## src/rtl/multicycle_ctrl_fsm.sv

```systemverilog
// Multicycle control sequencer: Moore FSM driving the datapath enables, mux selects and ALU op
// through fetch, decode, execute, memory and writeback, with an iterative multiplier step counter.
module multicycle_ctrl_fsm #(
    parameter int MUL_CYCLES = 16,
    parameter int OPW        = 4
) (
    input  logic           clk,
    input  logic           rst_n,
    input  logic           run,
    input  logic [OPW-1:0] opcode,
    input  logic           neq,
    input  logic           mem_ready,
    output logic           pc_write,
    output logic           pc_src,
    output logic           ir_write,
    output logic           reg_write,
    output logic           reg_dst,
    output logic           alu_src,
    output logic [2:0]     alu_op,
    output logic           mem_req,
    output logic           mem_write,
    output logic           mem_to_reg,
    output logic           mul_load,
    output logic           mul_en,
    output logic           illegal_op,
    output logic           halted,
    output logic [2:0]     state
);

    typedef enum logic [2:0] {
        S_IDLE   = 3'd0,
        S_FETCH  = 3'd1,
        S_DECODE = 3'd2,
        S_EXEC   = 3'd3,
        S_MULW   = 3'd4,
        S_MEM    = 3'd5,
        S_WB     = 3'd6,
        S_HALT   = 3'd7
    } state_t;

    localparam logic [OPW-1:0] OP_MUL  = OPW'(5);
    localparam logic [OPW-1:0] OP_LW   = OPW'(8);
    localparam logic [OPW-1:0] OP_SW   = OPW'(9);
    localparam logic [OPW-1:0] OP_BNE  = OPW'(10);
    localparam logic [OPW-1:0] OP_HALT = OPW'(15);
    localparam logic [5:0]     MUL_LAST = 6'(MUL_CYCLES - 1);

    state_t         state_q, state_d;
    logic [OPW-1:0] opcode_q, opcode_d;
    logic [5:0]     mul_cnt_q, mul_cnt_d;

    logic is_rtype, is_mul, is_lw, is_sw, is_bne, is_halt, is_defined;
    state_t boundary;

    // Decode is driven only from the copy latched on leaving FETCH.
    assign is_rtype   = (opcode_q < OPW'(5));
    assign is_mul     = (opcode_q == OP_MUL);
    assign is_lw      = (opcode_q == OP_LW);
    assign is_sw      = (opcode_q == OP_SW);
    assign is_bne     = (opcode_q == OP_BNE);
    assign is_halt    = (opcode_q == OP_HALT);
    assign is_defined = is_rtype | is_mul | is_lw | is_sw | is_bne | is_halt;
    assign boundary   = run ? S_FETCH : S_IDLE;
    assign state      = state_q;

    always_comb begin
        // NOTE: every signal written here gets a default first, so no path can infer a latch.
        state_d    = state_q;
        opcode_d   = opcode_q;
        mul_cnt_d  = mul_cnt_q;
        pc_write   = 1'b0;
        pc_src     = 1'b0;
        ir_write   = 1'b0;
        reg_write  = 1'b0;
        reg_dst    = 1'b0;
        alu_src    = 1'b0;
        alu_op     = 3'd0;
        mem_req    = 1'b0;
        mem_write  = 1'b0;
        mem_to_reg = 1'b0;
        mul_load   = 1'b0;
        mul_en     = 1'b0;
        illegal_op = 1'b0;
        halted     = 1'b0;

        unique case (state_q)
            S_IDLE: begin
                if (run) state_d = S_FETCH;
            end
            S_FETCH: begin
                ir_write = 1'b1;
                pc_write = 1'b1;
                opcode_d = opcode;
                state_d  = S_DECODE;
            end
            S_DECODE: begin
                if (is_halt) begin
                    state_d = S_HALT;
                end else if (is_mul) begin
                    mul_load  = 1'b1;
                    mul_cnt_d = 6'd0;
                    state_d   = S_MULW;
                end else if (is_defined) begin
                    state_d = S_EXEC;
                end else begin
                    illegal_op = 1'b1;
                    state_d    = boundary;
                end
            end
            S_EXEC: begin
                if (is_rtype) begin
                    alu_op  = opcode_q[2:0];
                    state_d = S_WB;
                end else if (is_lw || is_sw) begin
                    alu_src = 1'b1;
                    state_d = S_MEM;
                end else begin
                    alu_op = 3'd1;
                    if (is_bne && neq) begin
                        pc_write = 1'b1;
                        pc_src   = 1'b1;
                    end
                    state_d = boundary;
                end
            end
            S_MULW: begin
                mul_en = 1'b1;
                if (mul_cnt_q == MUL_LAST) begin
                    state_d = S_WB;
                end else begin
                    mul_cnt_d = mul_cnt_q + 6'd1;
                end
            end
            S_MEM: begin
                mem_req   = 1'b1;
                mem_write = is_sw;
                if (mem_ready) state_d = is_lw ? S_WB : boundary;
            end
            S_WB: begin
                reg_write  = 1'b1;
                reg_dst    = 1'b1;
                mem_to_reg = is_lw;
                state_d    = boundary;
            end
            S_HALT: begin
                halted = 1'b1;
            end
            default: state_d = S_IDLE;
        endcase
    end

    // NOTE: reset is asynchronous so the strobes drop immediately, even between clock edges.
    always_ff @(posedge clk or negedge rst_n) begin
        if (!rst_n) begin
            state_q   <= S_IDLE;
            opcode_q  <= '0;
            mul_cnt_q <= 6'd0;
        end else begin
            // NOTE: non-blocking updates keep all flops sampling the same pre-edge values.
            state_q   <= state_d;
            opcode_q  <= opcode_d;
            mul_cnt_q <= mul_cnt_d;
        end
    end

endmodule

```

## config.mk

```make
export PLATFORM = sky130hd
export DESIGN_NAME = multicycle_ctrl_fsm
export DESIGN_NICKNAME = d
export VERILOG_FILES = /design/src/rtl/multicycle_ctrl_fsm.sv
export SDC_FILE = /design/constraint.sdc
export NUM_CORES = 1
export LEC_CHECK = 0
export ABC_AREA = 1
export CELL_PAD_IN_SITES_DETAIL_PLACEMENT = 1
export CELL_PAD_IN_SITES_GLOBAL_PLACEMENT = 1
export CORE_MARGIN = 2
export CORE_UTILIZATION = 34
export CTS_CLUSTER_DIAMETER = 80
export DETAILED_ROUTE_END_ITERATION = 7
export HOLD_SLACK_MARGIN = 0.12
export PLACE_DENSITY_LB_ADDON = 0.1
export SLEW_MARGIN = 40
export SYNTH_ARGS = -nofsm -noshare
export SYNTH_HDL_FRONTEND = slang
export SYNTH_SLANG_ARGS = --single-unit
```

## constraint.sdc

```tcl
create_clock -name clk -period 2.3 [get_ports clk]
set_clock_uncertainty 0.1 [all_clocks]
set_input_delay 0.46 -clock clk [delete_from_list [all_inputs] [get_ports clk]]
set_output_delay 0.46 -clock clk [all_outputs]
set_load 0.02 [all_outputs]
```

==> run_results.csv <==
group,metric,value,unit
sta,maxSlewHeadroom,58.3,%
clock_tree,cts.clk_slew.worst_paths,90,ps
worst_setup_path,critPathKind,"flip-flop to primary output",
finish,layout-drive-gt1-share,16.4,%
finish,seq_area,328,um^2
clock_tree,htree_levels,1,
worst_setup_path,startpoint_type,"flip-flop",
global_routing,track_usage,20.5,%
finish,utilization,50.4,%
routing,routed_wl,3.00,mm
routing,first_pass_iters,4,
outcome,status,"finished, final reports clean",
sta,rsz0062_at_grt,"no",
logic_synthesis,ys_types,24,
logic_synthesis,syn-num-nets,158,
die,die-area,3240,um^2
clock_tree,clk-insertion-delay-late,290,ps
run,maxCapViolations,0,
global_routing,grt_max_degree,14,
logic_synthesis,netlist_instances,148,
clock_tree,cts-hold-fix-buffers,0,
pwr,peakVddDrop,0.226,mV
global_routing,grt_overflow_total,0,
clock_tree,cts_root_buffer,"clkbuf_4",
routing,drt_iter0_markers,24,
logic_synthesis,yosysWarnings,0,
sta,worst_slew_pin_slew,624,ps
placement,dp.cells,216,
finish,area_growth_syn_to_layout,43.3,%
sta,drv_slew,0,
routing,dr_total_vias,1106,
die,fp.dieH,57.0,um
placement,dp_hpwl,2.48,mm
placement,io_buffers,27,
sta,period_share,96.1,%
placement,gp_congestion,0.836,
worst_setup_path,cp-end-kind,"primary output",
logic_synthesis,syn_avg_cell_area,6.44,um^2
clock_tree,cts_sinks,13,
clock_tree,cts_max_path_buffers,2,
clock_tree,cts_resized,19,
pwr,power,0.000400,W
die,rows,19,
clock_tree,cts_setup_buffers,0,
pwr,power_leakage,0.772,nW
global_routing,antenna_found_initial,0,
routing,vias_per_cell,5.03,
clock_tree,cts_tree,"built",
sta,setup_viol,0,
worst_setup_path,cp.arrival,1650,ps
finish,diodes,0,
worst_setup_path,worstPathRequired,1740,ps
logic_synthesis,syn-cell-area,953,um^2
worst_hold_path,hold_path.class,"flip-flop to flip-flop",
clock_tree,cts_buffers,3,
logic_synthesis,ys_seq_elements,13,
sta,clock.fmax,453,MHz
global_routing,grt_pass1_vias,1156,
die,initial_core_util,35.2,%
sta,period_needed,2210,ps
die,core_area,2710,um^2
sta,hold_viol,0,
logic_synthesis,yosysSeqAreaShare,34.1,%
global_routing,grt_pass1_wl,5.24,mm
finish,num-fill-cells,368,
finish,nets,200,
placement,place_ws,-47.5,ps
sta,finalWorstSetupSlack,90.5,ps
routing,drc,0,
pwr,p_per_area,293,nW/um^2
die,fp.dieW,57.0,um
worst_setup_path,path_max_fanout,5,
finish,final_cell_mix,"39 x nand2_1, 24 x nor2_1, 20 x inv_1",
routing,wire_per_inst,13.6,um
finish,final_common_cell,"nand2_1",
sta,finalHoldWorstSlack,402,ps
finish,fin_cells,220,
die,ios,28,
finish,multiInputGateArea,539,um^2
routing,ant_nets,0,
critical path, cell delays in order, from the launching register on:
cell and delay [ps]:
dfrtp_1 440, inv_1 120, nand3_2 130, nor4_1 290
dlygate4sd2_1 380
state kept, by name (all words and copies together), names as in the netlist:
register,flops
mul_cnt_q,6
opcode_q,4
state,3
stage by stage:
stage | TNS (ps) | cell area (um^2)
after CTS | -11.3 | 1350
after global routing | 0 | 1370
after global placement | -26.9 | 1340
after floorplan | 0 | 953
final | 0 | 1370
after detailed placement | -50.0 | 1340
cells in the mapped netlist, drive strengths merged:
cell,n,share of area (%)
a21oi,2,1.0
a31oi,1,0.66
buf,2,1.6
clkinv,1,0.39
dfrtp,13,34
ha,1,1.3
inv,22,8.7
nand2,40,16
nand3,17,9.4
nand3b,1,0.79
nand4,1,0.66
nor2,26,11
nor3,2,2.2
nor4,1,0.66
o21a,2,1.6
o21ai,14,7.7
xor2,2,1.8
path summary, 6_finish.rpt:
check                                          from  slack, ps                        to  cells after the start
hold / removal             mul_cnt_q[3]$_DFFE_PN0P_        400  mul_cnt_q[3]$_DFFE_PN0P_                      1
setup / recovery            opcode_q[1]$_DFFE_PN0P_         90                 mem_write                      4
max in group asynchronous                     rst_n       1200   opcode_q[0]$_DFFE_PN0P_                      1
setup reg to reg           mul_cnt_q[0]$_DFFE_PN0P_        560      state[0]$_DFFE_PN0P_                     10
min in group asynchronous                     rst_n        450      state[2]$_DFFE_PN0P_                      1
hold reg to reg            mul_cnt_q[3]$_DFFE_PN0P_        400  mul_cnt_q[3]$_DFFE_PN0P_                      1
where the power goes:
group / internal, W / leakage, nW / total [W] / switching, W
logic: 0.0000122 / 0.609 / 0.0000196 / 0.00000743
registers: 0.000228 / 0.144 / 0.000228 / 0
clock network: 0.0000646 / 0.0177 / 0.000152 / 0.0000875
layer usage:
metal | global-route usage (%) | vias to the layer above | share of wire (%)
met5 | 0 | - | 0
met4 | 6.98 | 0 | 2.5
met3 | 2.95 | 10 | 3.7
met2 | 36.0 | 32 | 51
met1 | 25.8 | 512 | 43
li1 | - | 552 | -
final cells by class:
class / instances / area share [%]
multi-input cells: 110 / 39.5
repair buffers: 39 / 25.4
flip-flops and latches: 13 / 24.0
inverters: 23 / 6.32
well taps: 31 / 2.84
clock buffers: 3 / 1.65
clock inverters: 1 / 0.366
cell families after synthesis:
group	count (synthesis)	share of synthesized area [%]
compound gates	19	11.0
xor+xnor	2	1.84
fa+ha+maj	1	1.31
buf+inv	25	10.6
flops	13	34.1
simple gates	88	41.1
Note: power is estimated with default switching activity, not from simulation.
